==> src/rtl/mem_dump_pkg.sv <==
// mem_dump_pkg: shared defaults and the FSM state type for the memory dump reader.
//   DEF_ADDR_W / DEF_DATA_W / DEF_LEN_W : default parameter values for mem_dump_reader
//   state_t                             : IDLE -> READ -> DRAIN -> DONE -> IDLE
package mem_dump_pkg;

  localparam int DEF_ADDR_W = 12;
  localparam int DEF_DATA_W = 32;
  localparam int DEF_LEN_W  = 13;

  typedef enum logic [1:0] {
    IDLE  = 2'd0,
    READ  = 2'd1,
    DRAIN = 2'd2,
    DONE  = 2'd3
  } state_t;

endpackage

==> src/rtl/mem_dump_skid.sv <==
// mem_dump_skid: 2-entry FIFO holding {addr,last,data} words between the memory
// read port and the output stream. Entry 0 is always the head.
//   clock, reset_n : clock / async active-low reset (empties the FIFO, zeroes entries)
//   push, din      : write din at the tail
//   pop            : drop the head (only when cnt != 0)
//   head           : current head entry (stable while not popped)
//   cnt            : number of valid entries, 0..2
// No overflow protection: the reader only issues a read when a slot is guaranteed.
module mem_dump_skid #(
  parameter int W = 45
) (
  input  logic         clock,
  input  logic         reset_n,
  input  logic         push,
  input  logic [W-1:0] din,
  input  logic         pop,
  output logic [W-1:0] head,
  output logic [1:0]   cnt
);

  logic [1:0][W-1:0] ent;

  assign head = ent[0];

  always_ff @(posedge clock or negedge reset_n) begin
    if (!reset_n) begin
      ent <= '0;
      cnt <= 2'd0;
    end else begin
      case ({push, pop})
        2'b10: begin
          ent[cnt[0]] <= din;
          cnt         <= cnt + 2'd1;
        end
        2'b01: begin
          ent[0] <= ent[1];
          cnt    <= cnt - 2'd1;
        end
        2'b11: begin
          // pop frees the head first, so a full FIFO can still take the push
          if (cnt == 2'd1) begin
            ent[0] <= din;
          end else begin
            ent[0] <= ent[1];
            ent[1] <= din;
          end
        end
        default: ;
      endcase
    end
  end

endmodule

==> src/rtl/mem_dump_reader.sv <==
// mem_dump_reader: on start, streams len words from base (address wraps at
// 2**ADDR_W) out of a synchronous 1-cycle-latency memory onto a valid/ready port.
//   clock, reset_n          : clock / async active-low reset
//   start, base, len        : begin a dump (accepted only in IDLE); len==0 -> straight to DONE
//   busy, done              : busy in READ/DRAIN; done pulses one cycle at the end
//   mem_rd_en, mem_addr     : memory read strobe/address; mem_rdata valid next cycle
//   out_valid/ready/data/addr/last : output stream, out_last on word index len-1
// Optional: `define MEM_DUMP_CHECKSUM_EN adds output checksum = mod-2**DATA_W sum of
// words accepted in the current dump (cleared on accepted start).
module mem_dump_reader
  import mem_dump_pkg::*;
#(
  parameter int ADDR_W = DEF_ADDR_W,
  parameter int DATA_W = DEF_DATA_W,
  parameter int LEN_W  = DEF_LEN_W
) (
  input  logic              clock,
  input  logic              reset_n,
  input  logic              start,
  input  logic [ADDR_W-1:0] base,
  input  logic [LEN_W-1:0]  len,
  output logic              busy,
  output logic              done,
  output logic              mem_rd_en,
  output logic [ADDR_W-1:0] mem_addr,
  input  logic [DATA_W-1:0] mem_rdata,
  output logic              out_valid,
  input  logic              out_ready,
  output logic [DATA_W-1:0] out_data,
  output logic [ADDR_W-1:0] out_addr,
  output logic              out_last
`ifdef MEM_DUMP_CHECKSUM_EN
  ,
  output logic [DATA_W-1:0] checksum
`endif
);

  localparam int EW = ADDR_W + 1 + DATA_W;

  state_t            state;
  logic [LEN_W-1:0]  rem;       // reads still to issue
  logic              inflight;  // read issued last cycle, data on mem_rdata now
  logic [ADDR_W-1:0] fl_addr;
  logic              fl_last;
  logic [1:0]        cnt;
  logic [EW-1:0]     head;
  logic              pop;
  logic              room;
  logic              drain_empty;

  assign out_valid = (cnt != 2'd0);
  assign pop       = out_valid && out_ready;
  assign {out_addr, out_last, out_data} = head;

  // Issue only if held + in-flight words, after this cycle's pop, leave a slot
  // for the new read. Depends on out_ready, so the strobe is combinational.
  assign room      = ({1'b0, cnt} + {2'b00, inflight}) < (3'd2 + {2'b00, pop});
  assign mem_rd_en = (state == READ) && (rem != '0) && room;

  // Empty once this cycle's pop completes: done lands the cycle after the last accept.
  assign drain_empty = !inflight && ((cnt == 2'd0) || ((cnt == 2'd1) && pop));

  mem_dump_skid #(.W(EW)) u_skid (
    .clock   (clock),
    .reset_n (reset_n),
    .push    (inflight),
    .din     ({fl_addr, fl_last, mem_rdata}),
    .pop     (pop),
    .head    (head),
    .cnt     (cnt)
  );

  always_ff @(posedge clock or negedge reset_n) begin
    if (!reset_n) begin
      state    <= IDLE;
      busy     <= 1'b0;
      done     <= 1'b0;
      rem      <= '0;
      mem_addr <= '0;
      inflight <= 1'b0;
      fl_addr  <= '0;
      fl_last  <= 1'b0;
    end else begin
      inflight <= mem_rd_en;
      done     <= 1'b0;
      if (mem_rd_en) begin
        fl_addr  <= mem_addr;
        fl_last  <= (rem == LEN_W'(1));
        mem_addr <= mem_addr + ADDR_W'(1);
        rem      <= rem - LEN_W'(1);
      end
      case (state)
        IDLE: begin
          if (start) begin
            mem_addr <= base;
            rem      <= len;
            if (len == '0) begin
              state <= DONE;
              done  <= 1'b1;
            end else begin
              state <= READ;
              busy  <= 1'b1;
            end
          end
        end
        READ: begin
          if (mem_rd_en && (rem == LEN_W'(1))) state <= DRAIN;
        end
        DRAIN: begin
          if (drain_empty) begin
            state <= DONE;
            busy  <= 1'b0;
            done  <= 1'b1;
          end
        end
        DONE: state <= IDLE;
        default: state <= IDLE;
      endcase
    end
  end

`ifdef MEM_DUMP_CHECKSUM_EN
  always_ff @(posedge clock or negedge reset_n) begin
    if (!reset_n)                    checksum <= '0;
    else if (state == IDLE && start) checksum <= '0;
    else if (pop)                    checksum <= checksum + out_data;
  end
`endif

endmodule

==> config.mk <==
export PLATFORM = sky130hd
export DESIGN_NAME = mem_dump_reader
export DESIGN_NICKNAME = d
export VERILOG_FILES = /design/src/rtl/mem_dump_pkg.sv /design/src/rtl/mem_dump_skid.sv /design/src/rtl/mem_dump_reader.sv
export SDC_FILE = /design/constraint.sdc
export NUM_CORES = 1
export LEC_CHECK = 0
export BUFFER_PORTS_ARGS = -buffer_cell sky130_fd_sc_hd__buf_2
export CORE_MARGIN = 2
export CORE_UTILIZATION = 50
export DETAILED_ROUTE_END_ITERATION = 7
export HOLD_SLACK_MARGIN = 0.03
export PLACE_DENSITY_LB_ADDON = 0.08
export SLEW_MARGIN = 20
export SYNTH_ARGS = -nofsm -noshare
export SYNTH_HDL_FRONTEND = slang
export SYNTH_SLANG_ARGS = --single-unit
==> constraint.sdc <==
create_clock -name clock -period 2.4 [get_ports clock]
set_clock_uncertainty 0.15 [all_clocks]
set_input_delay 0.24 -clock clock [delete_from_list [all_inputs] [get_ports clock]]
set_output_delay 0.24 -clock clock [all_outputs]
set_load 0.05 [all_outputs]
=== Word level (Yosys, flattened, before mapping) ===
Index checks and enable logic that the tools add are counted.

* Add/sub/neg operators: 6
* $lt $le $gt $ge: 3
* Equal/unequal tests: 13
* Muxes and demuxes: 27
* Reduce and logical (&&, ||, !) cells: 21

{| class="wikitable"
|+ Operator list
! cell !! number
|-
| $mux 45 || 3
|-
| $pmux 45 s3 || 1
|-
| $bwmux 90 || 1
|-
| $pmux 45 s2 || 1
|-
| $demux 45 s1 || 1
|-
| $mux 13 || 3
|-
| $mux 12 || 3
|-
| $eq 13x1->1 const B || 1
|-
| $logic_not 13->1 || 1
|-
| $reduce_bool 13->1 || 1
|-
| $sub 13x1->13 const B || 1
|-
| $add 12x1->12 const B || 1
|-
| $eq 2x2->1 const B || 4
|-
| $mux 2 || 4
|-
| $ne 2x2->1 const B || 4
|-
| $pmux 2 s4 || 1
|-
| $reduce_bool 2->1 || 4
|-
| $logic_and 1x1->1 || 7
|-
| $eq 2x1->1 const B || 3
|-
| $mux 1 || 6
|-
| $logic_not 2->1 || 2
|-
| $pmux 1 s2 || 2
|-
| $pmux 2 s2 || 1
|-
| $reduce_and 4->1 || 1
|-
| other kinds (13) || 13
|}

* Register bits: 135
* Input bits: 61
* Output and inout bits: 61
* Word-level logic and storage cells: 81

=== Logic depth before layout (Yosys ltp) ===
* Depth after elaboration: 8
* Depth in mapped cells: 12

=== Modules after synthesis ===
From an unflattened synthesis, not the netlist that was laid out.

* Cells, all modules: 697
* Area total of the unflattened synthesis: 7,264.5 µm²

{| class="wikitable"
|+ By module, submodules not included
! module !! times used !! cells an instance !! area an instance (µm²)
|-
| mem_dump_skid || 1 || 425 || 4,855.9
|-
| mem_dump_reader || 1 || 272 || 2,408.6
|}

=== Worst setup path before layout ===
No wires, ideal clock.

* Path kind: register to register
* From: reg u_skid.cnt[0]
* To: reg u_skid.ent[50] (netlist bit)
* Setup time: 0.125 ns
* Arrival time: 2.497 ns
* Required time: 2.125 ns
* Setup slack: -0.372 ns
* Cell stages (with the launch flop): 11
* Clock period less this slack: 2.772 ns
* Path through: dfrtp_1 inv_1 ha_1 inv_1 nand2_1 inv_1 ha_1 nand2b_1 nand2_1 clkbuf_1 mux2_2

{| class="wikitable"
|+ RTL lines
! item !! RTL line !! RTL
|-
| start: declaration || mem_dump_skid.sv:18 || <nowiki>output logic [1:0] cnt</nowiki>
|-
| start signal: assignment || mem_dump_skid.sv:33 || <nowiki>cnt <= cnt + 2'd1;</nowiki>
|-
| start signal: assignment || mem_dump_skid.sv:37 || <nowiki>cnt <= cnt - 2'd1;</nowiki>
|-
| $reduce_bool 2->1 (*) || mem_dump_reader.sv:51 || <nowiki>assign out_valid = (cnt != 2'd0);</nowiki>
|-
| named net out_valid || mem_dump_reader.sv:27 || <nowiki>output logic out_valid,</nowiki>
|-
| $logic_and 1x1->1 (*) || mem_dump_reader.sv:52 || <nowiki>assign pop = out_valid && out_ready;</nowiki>
|-
| $eq 2x2->1 || mem_dump_skid.sv:30 || <nowiki>case ({push, pop})</nowiki>
|-
| $ne 2x2->1 (no source line) or $reduce_bool 2->1 (tied branches) || -- ||
|-
| $reduce_and 2->1 (no source line) || -- ||
|-
| end signal: indexed assignment || mem_dump_skid.sv:32 || <nowiki>ent[cnt[0]] <= din;</nowiki>
|-
| end: declaration || mem_dump_skid.sv:21 || <nowiki>logic [1:0][W-1:0] ent;</nowiki>
|}

The timed path passes the listed nets; every way through them passes the cells marked *.
A chain may end at the register's enable or synchronous reset.

=== Worst setup path in the final report ===
* From: reg rem[0]
* To: out mem_rd_en

* Word-level cells in the longest chain between the ends: 3

{| class="wikitable"
|+ RTL lines
! item !! RTL line !! RTL
|-
| start: declaration || mem_dump_reader.sv:41 || <nowiki>logic [LEN_W-1:0] rem;</nowiki>
|-
| start signal: assignment || mem_dump_reader.sv:90 || <nowiki>rem <= rem - LEN_W'(1);</nowiki>
|-
| start signal: assignment || mem_dump_reader.sv:96 || <nowiki>rem <= len;</nowiki>
|-
| $reduce_bool 13->1 || mem_dump_reader.sv:58 || <nowiki>assign mem_rd_en = (state == READ) && (rem != '0) && room;</nowiki>
|-
| $logic_and 1x1->1 (2 in series) || mem_dump_reader.sv:58 ||
|-
| end: declaration || mem_dump_reader.sv:24 || <nowiki>output logic mem_rd_en,</nowiki>
|}

Every way passes these cells.

==> flow_metrics.env <==
export IMPL_status="finished with violations"
export IMPL_violations="setup timing"
export IMPL_fillerInstances=966
export IMPL_path_clk_slew_ns=0.05
export IMPL_row_count=41
export IMPL_initial_core_util_pct=51.2
export IMPL_num_io_pins=122
export IMPL_max_freq_ghz=0.357
export IMPL_stdcell_count=963
export IMPL_crit_path_cell_trace="inv_2 -> ha_4 -> or4b_4 -> or4_4 -> nand2_8 -> clkinvlp_4 -> buf_6"
export IMPL_avgRoutedWirePerCell_um=16.5
export IMPL_dp_hpwl_mm=9.37
export IMPL_clkSinkCount=135
export IMPL_grt_start_max_net_pins=50
export IMPL_die_area_mm2=0.0138
export IMPL_relSlewSlack_pct=68.7
export IMPL_coreArea_mm2=0.0126
export IMPL_via_count=5130
export IMPL_track_usage_pct=22.0
export IMPL_final_nets=855
export IMPL_gp_congestion=0.881
export IMPL_synthCells=600
export IMPL_path_class="flip-flop to primary output"
export IMPL_peakVddDrop_v=0.00104
export IMPL_ys_seq_area_share_pct=52.3
export IMPL_min_path_type="input port to asynchronous set/reset pin"
export IMPL_insertion_delay_ns=0.41
export IMPL_netlist_cell_type_count=44
export IMPL_area_growth_pct=37.9
export IMPL_routed_via_density=5.33
export IMPL_layout_common_cells="dfrtp_1 (135), buf_2 (120), nor2_1 (81), a21oi_1 (70), dlygate4sd3_1 (59)"
export IMPL_crit_family="simple AND/OR/NAND/NOR gates"
export IMPL_antenna_found_initial=0
export IMPL_yosysWarnings=0
export IMPL_cp_required_ns=2.01
export IMPL_critPathLaunch="rem[0]"
export IMPL_tightest_slew_ns=0.469
export IMPL_cap_violations=0
export IMPL_finalWirelength_mm=15.8
export IMPL_r2r_setup_slack_ns=-0.20
export IMPL_slew_violations=0
export IMPL_start_kind="flip-flop"
export IMPL_synthArstFlopShare_pct=100
export IMPL_synth_edf_count=0
export IMPL_antenna_cells=0
export IMPL_cts_root_buf="clkbuf_16"
export IMPL_first_global_vias=5014
export IMPL_slowest_stage="or4_4"
export IMPL_drc=0
export IMPL_final_hold_viol_count=0
export IMPL_grt_pass1_wl_mm=24.6
export IMPL_cp_max_fo=2
export IMPL_die_x_um=118
export IMPL_fin_ws_ns=-0.398
export IMPL_clockBufferDepth=2
export IMPL_max_stage_delay_ns=0.55
export IMPL_p_leak_uw=0.00399
export IMPL_dp_cells=855
export IMPL_avgSynthCellArea_um2=10.8
export IMPL_crit_buf_inv=3
export IMPL_setup_worst_path_end_class="primary output"
export IMPL_drt_pass1_iter_count=4
export IMPL_die_height_um=118
export IMPL_postLayoutCoreUtil_pct=70.5
export IMPL_synth_seq_cells=135
export IMPL_cts_tree="built"
export IMPL_cts_htree_levels=4
export IMPL_p_per_area_mw_per_mm2=1590
export IMPL_setup_viol=31
export IMPL_io_buffers=121
export IMPL_layout_commonest_cell="dfrtp_1"
export IMPL_finalCritPeriodShare_pct=117
export IMPL_ant_nets=0
export IMPL_synth_area_mm2=0.00645
export IMPL_drive_above_1_share_pct=37.4
export IMPL_cts_buffers=17
export IMPL_synth_main_ff_cell="dfrtp_1"
export IMPL_drt_iter0_markers=385
export IMPL_worstReg2RegStart="rem[0]"
export IMPL_period_minus_slack_ns=2.80
export IMPL_synth_nets=675
export IMPL_rsz0062_at_grt="yes"
export IMPL_worstPathArrival_ns=2.41
export IMPL_grt_remaining_overflow=0
## cell type report
cell class / count / area, um^2 / share of cell area [%]
Clock buffer: 20 / 447 / 5.02
Clock inverter: 10 / 129 / 1.45
Inverter: 12 / 55.1 / 0.619
Multi-Input combinational cell: 378 / 2830 / 31.8
Sequential cell: 135 / 3380 / 38.0
Tap cell: 172 / 215 / 2.42
Timing Repair Buffer: 236 / 1850 / 20.8
## where the power goes
| part | internal [uW] | switching, uW | total (uW) | leakage [uW] |
|---|---|---|---|---|
| logic | 2920 | 4380 | 7300 | 0.00213 |
| registers | 3460 | 807 | 4260 | 0.00157 |
| clock network | 1640 | 934 | 2570 | 0.000289 |
## worst paths after layout
check,endpoint,cells past startpoint
min,u_skid.head[10],2
max in group asynchronous,u_skid.ent[66],3
max reg2reg,mem_addr[5],10
min reg2reg,u_skid.ent[73],1
max,mem_rd_en,7
min in group clock,done,5
## cell usage after synthesis (9+ instances only)
cell type / n / area, um^2
a22oi_1: 45 / 338
nand2_1: 19 / 71.3
nor2_1: 82 / 308
nand3_1: 9 / 45.0
mux2_2: 57 / 642
xnor2_1: 9 / 78.8
buf_4: 45 / 338
xor2_1: 11 / 96.3
a21oi_1: 71 / 355
ha_1: 14 / 175
clkbuf_1: 28 / 105
dfrtp_1: 135 / 3380
inv_1: 12 / 45.0
## sequential cells by signal, indices dropped and copies added, names as in the netlist
register / cells
fl_addr: 12
inflight: 1
busy: 1
state: 2
u_skid.ent: 45
rem: 13
u_skid.head: 45
fl_last: 1
u_skid.cnt: 2
done: 1
mem_addr: 12
## metal layers
metal	wire, um	track usage (%)	vias up
met4	200	6.93	0
met5	0	0	-
met2	7780	35.9	161
li1	-	-	2437
met3	761	5.38	19
met1	7110	29.2	2513
## what timing repair did
| item | 4_1_cts | 5_1_grt |
|---|---|---|
| resized for setup | 25 | 28 |
| hold buffers | 59 | 0 |
| endpoints found under the hold margin | 178 | 0 |
| cloned | 1 | 7 |
| setup buffers | 3 | 10 |
| endpoints found under the setup margin | 30 | 129 |
| pin swaps | 9 | 8 |
## worst register-to-register path: stages, from the launching register on
cell and delay (ns):
dfrtp_1 0.40, inv_2 0.09, ha_4 0.13, or4b_4 0.46, or4_4 0.55, buf_4 0.18, buf_6 0.12, nand2_1 0.07
buf_4 0.11, xor2_1 0.13, a21oi_1 0.08
## stage by stage
stage | instance area (um^2) | hold slack (ns) | TNS [ns] | worst slack (ns) | total power (uW)
4_1_cts | 8590 | 0.154 | -6.30 | -0.412 | 13800
3_3_place_gp | 7280 | 0.0410 | -0.301 | -0.0234 | 10600
5_1_grt | 8900 | 0.197 | -8.69 | -0.451 | 15000
3_5_place_dp | 7280 | 0.0454 | -1.42 | -0.0994 | 10800
2_1_floorplan | 6580 | -0.206 | -0.152 | -0.0506 | 9560
6_report | 8900 | 0.168 | -4.47 | -0.398 | 14100
## kinds of logic (layout without fill, tap and decap cells)
family | Yosys count | count (layout) | share of synthesized area, %
and+or+nand+nor | 148 | 149 | 11.0
adders and majority gates | 14 | 14 | 2.71
buffers and inverters | 88 | 278 | 7.99
xor gates and xnor gates | 20 | 20 | 2.71
DFF | 135 | 135 | 52.3
muxes | 60 | 60 | 10.4
AOI/OAI and AO/OA | 135 | 135 | 12.9
Power figures use the tool's default switching activity.
